File: config.mk
export PLATFORM = sky130hd
export DESIGN_NAME = gen_layer_sequencer
export DESIGN_NICKNAME = d
export VERILOG_FILES = /design/src/rtl/gen_pkg.sv /design/src/rtl/gen_wait_timer.sv /design/src/rtl/gen_layer_sequencer.sv
export SDC_FILE = /design/constraint.sdc
export NUM_CORES = 1
export LEC_CHECK = 0
export ABC_CLOCK_PERIOD_IN_PS = 2700
export BUFFER_PORTS_ARGS = -buffer_cell sky130_fd_sc_hd__buf_4
export CAP_MARGIN = 20
export CORE_MARGIN = 8
export CORE_UTILIZATION = 52
export DETAILED_ROUTE_END_ITERATION = 8
export HOLD_SLACK_MARGIN = 0.02
export PLACE_DENSITY = 0.84
export SYNTH_ARGS = -nofsm -noshare
export SYNTH_HDL_FRONTEND = slang
export SYNTH_SLANG_ARGS = --single-unit
File: constraint.sdc
create_clock -name clk -period 2.7 [get_ports clk]
set_input_delay 0.405 -clock clk [delete_from_list [all_inputs] [get_ports clk]]
set_output_delay 0.405 -clock clk [all_outputs]
set_load 0.01 [all_outputs]
File: src/rtl/gen_pkg.sv
// Shared types and constants for the generator layer sequencer.
package gen_pkg;

  typedef enum logic [3:0] {
    ST_IDLE,
    ST_L1_GO,
    ST_L1_WAIT,
    ST_L2_GO,
    ST_L2_WAIT,
    ST_L3_GO,
    ST_L3_WAIT,
    ST_FIN,
    ST_ERR
  } gen_state_e;

  localparam logic [1:0] LAYER_NONE = 2'd0;
  localparam logic [1:0] LAYER_1    = 2'd1;
  localparam logic [1:0] LAYER_2    = 2'd2;
  localparam logic [1:0] LAYER_3    = 2'd3;

  localparam int unsigned DEFAULT_TIMEOUT_CYCLES = 40000;

  function automatic logic is_go(gen_state_e s);
    return (s == ST_L1_GO) || (s == ST_L2_GO) || (s == ST_L3_GO);
  endfunction

  function automatic logic is_wait(gen_state_e s);
    return (s == ST_L1_WAIT) || (s == ST_L2_WAIT) || (s == ST_L3_WAIT);
  endfunction

  function automatic logic [1:0] wait_layer(gen_state_e s);
    case (s)
      ST_L1_WAIT: return LAYER_1;
      ST_L2_WAIT: return LAYER_2;
      ST_L3_WAIT: return LAYER_3;
      default:    return LAYER_NONE;
    endcase
  endfunction

endpackage

File: src/rtl/gen_wait_timer.sv
// Loadable up-counter with a terminal flag; raised on the LIMIT-th enabled cycle after load.
module gen_wait_timer #(
  parameter int unsigned LIMIT = 40000,
  parameter int unsigned W     = $clog2(LIMIT + 1)
) (
  input  logic clk,
  input  logic rst,
  input  logic load,
  input  logic en,
  output logic term
);

  logic [W-1:0] count_q, count_d;

  assign term = (count_q == W'(LIMIT - 1));

  always_comb begin
    count_d = count_q;
    if (load) begin
      count_d = '0;
    end else if (en && !term) begin
      count_d = count_q + 1'b1;
    end
  end

  always_ff @(posedge clk or posedge rst) begin
    if (rst) begin
      count_q <= '0;
    end else begin
      count_q <= count_d;
    end
  end

endmodule

File: src/rtl/gen_layer_sequencer.sv
// Sequences three generator layers (start/done handshakes) and latches the final output.
// Per-layer wait timeout is built only when GEN_SEQ_TIMEOUT_EN is defined.
module gen_layer_sequencer
  import gen_pkg::*;
#(
  parameter int unsigned TIMEOUT_CYCLES = DEFAULT_TIMEOUT_CYCLES,
  parameter int unsigned CNT_W          = 16
) (
  input  logic             clk,
  input  logic             rst,
  input  logic             start,
  input  logic             abort,
  output logic             l1_start,
  output logic             l2_start,
  output logic             l3_start,
  input  logic             l1_done,
  input  logic             l2_done,
  input  logic             l3_done,
  output logic             out_latch,
  output logic             busy,
  output logic             done,
  output logic             error,
  output logic [1:0]       err_layer,
  output logic [CNT_W-1:0] pass_cycles,
  output logic [CNT_W-1:0] frame_cnt
);

  gen_state_e       state_q, state_d;
  logic             l1_start_q, l1_start_d;
  logic             l2_start_q, l2_start_d;
  logic             l3_start_q, l3_start_d;
  logic             out_latch_q, out_latch_d;
  logic             busy_q, busy_d;
  logic             done_q, done_d;
  logic             error_q, error_d;
  logic [1:0]       err_layer_q, err_layer_d;
  logic [CNT_W-1:0] cyc_q, cyc_d;
  logic [CNT_W-1:0] pass_cycles_q, pass_cycles_d;
  logic [CNT_W-1:0] frame_cnt_q, frame_cnt_d;
  logic             tmo_hit;

  function automatic logic [CNT_W-1:0] sat_inc(logic [CNT_W-1:0] v);
    return (v == '1) ? v : v + 1'b1;
  endfunction

`ifdef GEN_SEQ_TIMEOUT_EN
  logic tmr_load, tmr_en, tmr_term;

  assign tmr_load = is_go(state_q);
  assign tmr_en   = is_wait(state_q);
  assign tmo_hit  = tmr_term;

  gen_wait_timer #(
    .LIMIT (TIMEOUT_CYCLES)
  ) u_wait_timer (
    .clk  (clk),
    .rst  (rst),
    .load (tmr_load),
    .en   (tmr_en),
    .term (tmr_term)
  );
`else
  logic unused_timeout;

  assign tmo_hit        = 1'b0;
  assign unused_timeout = ^TIMEOUT_CYCLES;
`endif

  always_comb begin
    state_d       = state_q;
    out_latch_d   = 1'b0;
    done_d        = 1'b0;
    error_d       = error_q;
    err_layer_d   = err_layer_q;
    cyc_d         = cyc_q;
    pass_cycles_d = pass_cycles_q;
    frame_cnt_d   = frame_cnt_q;

    if (state_q != ST_IDLE) begin
      cyc_d = sat_inc(cyc_q);
    end

    case (state_q)
      ST_IDLE: begin
        if (start) begin
          state_d     = ST_L1_GO;
          cyc_d       = '0;
          error_d     = 1'b0;
          err_layer_d = LAYER_NONE;
        end
      end
      ST_L1_GO: state_d = ST_L1_WAIT;
      ST_L1_WAIT: begin
        if (l1_done)      state_d = ST_L2_GO;
        else if (tmo_hit) state_d = ST_ERR;
      end
      ST_L2_GO: state_d = ST_L2_WAIT;
      ST_L2_WAIT: begin
        if (l2_done)      state_d = ST_L3_GO;
        else if (tmo_hit) state_d = ST_ERR;
      end
      ST_L3_GO: state_d = ST_L3_WAIT;
      ST_L3_WAIT: begin
        if (l3_done) begin
          state_d       = ST_FIN;
          out_latch_d   = 1'b1;
          done_d        = 1'b1;
          frame_cnt_d   = frame_cnt_q + 1'b1;
          // Count includes the current L3_WAIT cycle and the FIN cycle that follows.
          pass_cycles_d = sat_inc(sat_inc(cyc_q));
        end else if (tmo_hit) begin
          state_d = ST_ERR;
        end
      end
      ST_FIN:  state_d = ST_IDLE;
      ST_ERR:  state_d = ST_IDLE;
      default: state_d = ST_IDLE;
    endcase

    if ((state_d == ST_ERR) && (state_q != ST_ERR)) begin
      error_d     = 1'b1;
      err_layer_d = wait_layer(state_q);
    end

    // Abort wins over any done strobe seen in the same cycle.
    if (abort && (state_q != ST_IDLE)) begin
      state_d       = ST_IDLE;
      out_latch_d   = 1'b0;
      done_d        = 1'b0;
      error_d       = error_q;
      err_layer_d   = err_layer_q;
      pass_cycles_d = pass_cycles_q;
      frame_cnt_d   = frame_cnt_q;
    end

    l1_start_d = (state_d == ST_L1_GO);
    l2_start_d = (state_d == ST_L2_GO);
    l3_start_d = (state_d == ST_L3_GO);
    busy_d     = (state_d != ST_IDLE);
  end

  always_ff @(posedge clk or posedge rst) begin
    if (rst) begin
      state_q       <= ST_IDLE;
      l1_start_q    <= 1'b0;
      l2_start_q    <= 1'b0;
      l3_start_q    <= 1'b0;
      out_latch_q   <= 1'b0;
      busy_q        <= 1'b0;
      done_q        <= 1'b0;
      error_q       <= 1'b0;
      err_layer_q   <= LAYER_NONE;
      cyc_q         <= '0;
      pass_cycles_q <= '0;
      frame_cnt_q   <= '0;
    end else begin
      state_q       <= state_d;
      l1_start_q    <= l1_start_d;
      l2_start_q    <= l2_start_d;
      l3_start_q    <= l3_start_d;
      out_latch_q   <= out_latch_d;
      busy_q        <= busy_d;
      done_q        <= done_d;
      error_q       <= error_d;
      err_layer_q   <= err_layer_d;
      cyc_q         <= cyc_d;
      pass_cycles_q <= pass_cycles_d;
      frame_cnt_q   <= frame_cnt_d;
    end
  end

  assign l1_start    = l1_start_q;
  assign l2_start    = l2_start_q;
  assign l3_start    = l3_start_q;
  assign out_latch   = out_latch_q;
  assign busy        = busy_q;
  assign done        = done_q;
  assign error       = error_q;
  assign err_layer   = err_layer_q;
  assign pass_cycles = pass_cycles_q;
  assign frame_cnt   = frame_cnt_q;

endmodule

==> flow_summary.json <==
{
  "yosys-top-cells-area": "dfrtp_1, xnor2_1, nand2_1",
  "final.min_clock_period_ns": 2.67,
  "cts_tree": "yes",
  "grt_overflow_total": 0,
  "avgViaCountPerCell": 5.96,
  "fin_cells": 534,
  "worst-setup-path-type": "reg -> reg",
  "drv_slew": 0,
  "grtUsageTotal_pct": 18.5,
  "syn_nets": 381,
  "dpl.cell_count": 512,
  "power.density_nw_per_um2": 508,
  "synthAdderAreaFrac_pct": 1.11,
  "drtAntennaViolNets": 0,
  "drv_cap": 0,
  "clock-sinks": 60,
  "synth-xor-area-share_pct": 8.77,
  "synth-simple-area-share_pct": 25.4,
  "syn_inst": 371,
  "critical-path-top-delay-family": "simple AND/OR/NAND/NOR gates",
  "worst_path_max_delay_cell": "or3b_4",
  "async_flop_share_pct": 100,
  "drt_iter0_markers": 308,
  "path_depth": 11,
  "cp_data_required_time_ns": 2.91,
  "min_from": "abort",
  "nNetsFinal": 462,
  "drc_errors": 0,
  "critPathCaptureType": "flip-flop",
  "p_total_uw": 2210,
  "areaGrowthSynthToFinish_pct": 28.1,
  "die_area_um2": 9370,
  "clock_latency_ns": 0.34,
  "startpoint": "cyc_q[0]",
  "stdcell_area_um2": 4350,
  "first_global_vias": 2983,
  "gp_congestion": 0.886,
  "cp_num_buf_inv": 2,
  "die_h_um": 96.8,
  "yosysSeqAreaShare_pct": 44.2,
  "max-vdd-ir-drop_mv": 0.287,
  "max-clock-path-buffers": 2,
  "min_delay_path_depth": 2,
  "cp_cell_sequence": "ha_4, buf_4, buf_4, nand2b_1, a211oi_2, nor3_1, o21ai_1, or3b_4, o2111ai_1, xnor2_1, o21ai_1",
  "slew_headroom_pct": 51.9,
  "arrival_ns": 2.88,
  "cts.clk_slew.worst_paths_ns": 0.07,
  "max_stage_delay_ns": 0.49,
  "hold_buffers": 0,
  "avgRoutedWirePerCell_um": 17.2,
  "synth-edff-count": 0,
  "ios": 48,
  "r2r_start": "cyc_q[0]",
  "path_max_fanout": 7,
  "p_leak_uw": 0.00204,
  "cts_made_buffers": 9,
  "synth.top_cell.area_share_pct": 44.2,
  "startpoint_type": "flip-flop",
  "synth.distinct_cells": 57,
  "port_buffers": 47,
  "synth_compound_area_share_pct": 15.4,
  "diodes": 0,
  "hold_viol": 0,
  "ys.flop_type": "dfrtp_1",
  "muxShareOfSynthArea_pct": 0.958,
  "initial_core_util_pct": 53.5,
  "placed_area_um2": 4060,
  "h-tree-depth": 3,
  "synth_area_leader_cell": "dfrtp_1",
  "dr.pass1.iters": 6,
  "hold_class": "in -> reg",
  "reg2reg_depth": 11,
  "cts_root_buffer": "clkbuf_8",
  "final_layout_size_suffix_gt1_share_pct": 30.9,
  "row_count": 29,
  "finalClockSkew_ns": 0.0143,
  "hpwl_um": 6360,
  "drt_wl_total_um": 9160,
  "vias": 3180,
  "netlist_area_um2": 3400,
  "ys_ff_latch": 60,
  "grt_pass1_wl_um": 14600,
  "status": "completed",
  "fp.dieW_um": 96.8,
  "maxClockFrequency_ghz": 0.375,
  "setup_viol": 0,
  "core_um2": 6350,
  "worstMarginPinSlew_ns": 0.722,
  "finalCritPeriodShare_pct": 98.8,
  "synth_warnings": 0,
  "rsz0062_at_grt": "yes",
  "synth_top_family_by_area": "simple AND/OR/NAND/NOR gates",
  "antenna_found_initial": 0,
  "synth.avg_cell_area_um2": 9.15,
  "grt_max_degree": 61
}
-- layer usage --
metal	GRT usage [%]	vias to the layer above	wire, um
met5	0	-	0
met4	6.51	0	199
met3	5.05	30	793
met2	28.9	147	4340
met1	23.8	1518	3830
li1	-	1485	-
-- path summary, 6_finish.rpt --
| kind | end | slack (ns) |
|---|---|---|
| worst max-delay path | pass_cycles[4] | 0.03 |
| worst min-delay path | state_q[2] | 0.26 |
| worst max register to register | pass_cycles[4] | 0.03 |
| worst min register to register | frame_cnt[15] | 0.47 |
| max in group asynchronous | cyc_q[8] | 1.91 |
| min in group asynchronous | err_layer[0] | 0.27 |
-- repair_timing --
item	in CTS	in global routing
resized for setup	0	17
pin swaps	1	12
setup endpoints to repair	3	16
buffers inserted	0	5
gates cloned	1	0
-- layout by cell type (no fill, tap or decap), types with 4 or more instances in the layout --
master | Yosys | final
and3_1 | 10 | 10
and4_1 | 5 | 5
dfrtp_2 | 0 | 4
xnor2_1 | 23 | 22
o31ai_1 | 8 | 7
a31oi_1 | 5 | 5
o21ai_1 | 15 | 13
nor2b_1 | 5 | 5
o211ai_2 | 4 | 4
buf_4 | 3 | 91
nand2_1 | 48 | 48
nand3_1 | 24 | 21
inv_1 | 7 | 6
o21ai_0 | 20 | 20
clkbuf_8 | 0 | 9
dfrtp_1 | 60 | 56
a21oi_1 | 12 | 11
and2_1 | 4 | 4
nor3_1 | 8 | 6
xor2_1 | 11 | 11
nand4_1 | 6 | 6
nor2_1 | 28 | 28
-- report_power, final --
group          switching [uW]  internal (uW)  leakage [uW]
Sequential               58.6            938      0.000816
Combinational             278            224       0.00115
Clock                     374            336     0.0000799
Total                     711           1500       0.00204
-- kinds of logic after synthesis --
family                   Yosys count
XOR/XNOR                          34
flip-flops                        60
AO/OA/AOI/OAI                     81
multiplexers                       2
buffers and inverters             30
other                              1
adder cells (fa/ha/maj)            3
AND/OR/NAND/NOR                  160
-- sequential cells by signal (all words and copies together) (netlist names) --
| signal | flops |
|---|---|
| pass_cycles | 16 |
| l1_start | 1 |
| err_layer | 2 |
| state_q | 4 |
| l3_start | 1 |
| frame_cnt | 16 |
| l2_start | 1 |
| error | 1 |
| done | 1 |
| cyc_q | 16 |
| busy | 1 |
-- through the flow --
step	TNS, ns	setup WS [ns]	hold slack (ns)	util [%]
floorplan	-0.0780	-0.0169	0.476	-
global placement	0	0.0701	0.464	64.0
detailed placement	-0.0239	-0.0163	0.471	64.0
CTS	0	0.000877	0.250	66.8
global route	-0.569	-0.0806	0.254	68.5
finish	0	0.0313	0.259	68.5
-- layout make-up --
cell class / count / area [um2]
Tap cell: 77 / 96.3
Fill cell: 494 / 2000
Clock buffer: 11 / 131
Clock inverter: 5 / 37.5
Timing Repair Buffer: 91 / 683
Inverter: 8 / 30.0
Multi-Input combinational cell: 282 / 1860
Sequential cell: 60 / 1510
-- Yosys cell counts, types with 2 or more instances --
cell type and n:
a31oi_1 5, o21a_1 2, or4_1 2, nor3_1 8, clkbuf_1 13, and4_1 5, nand3_1 24, a21oi_1 12
nor2_1 28, and3_1 10, o21ai_1 15, xor2_1 11, nand4_1 6, o21ai_0 20, xnor2_1 23, nor2b_1 5
a2111oi_0 2, a21o_1 2, and2_1 4, o211ai_2 4, nand4_2 2, or3_1 3, buf_4 3, buf_2 5
nor4_1 3, inv_1 7, ha_1 3, o2111ai_1 2, dfrtp_1 60, o31ai_1 8, nand2_1 48
Power figures use the tool's default switching activity.
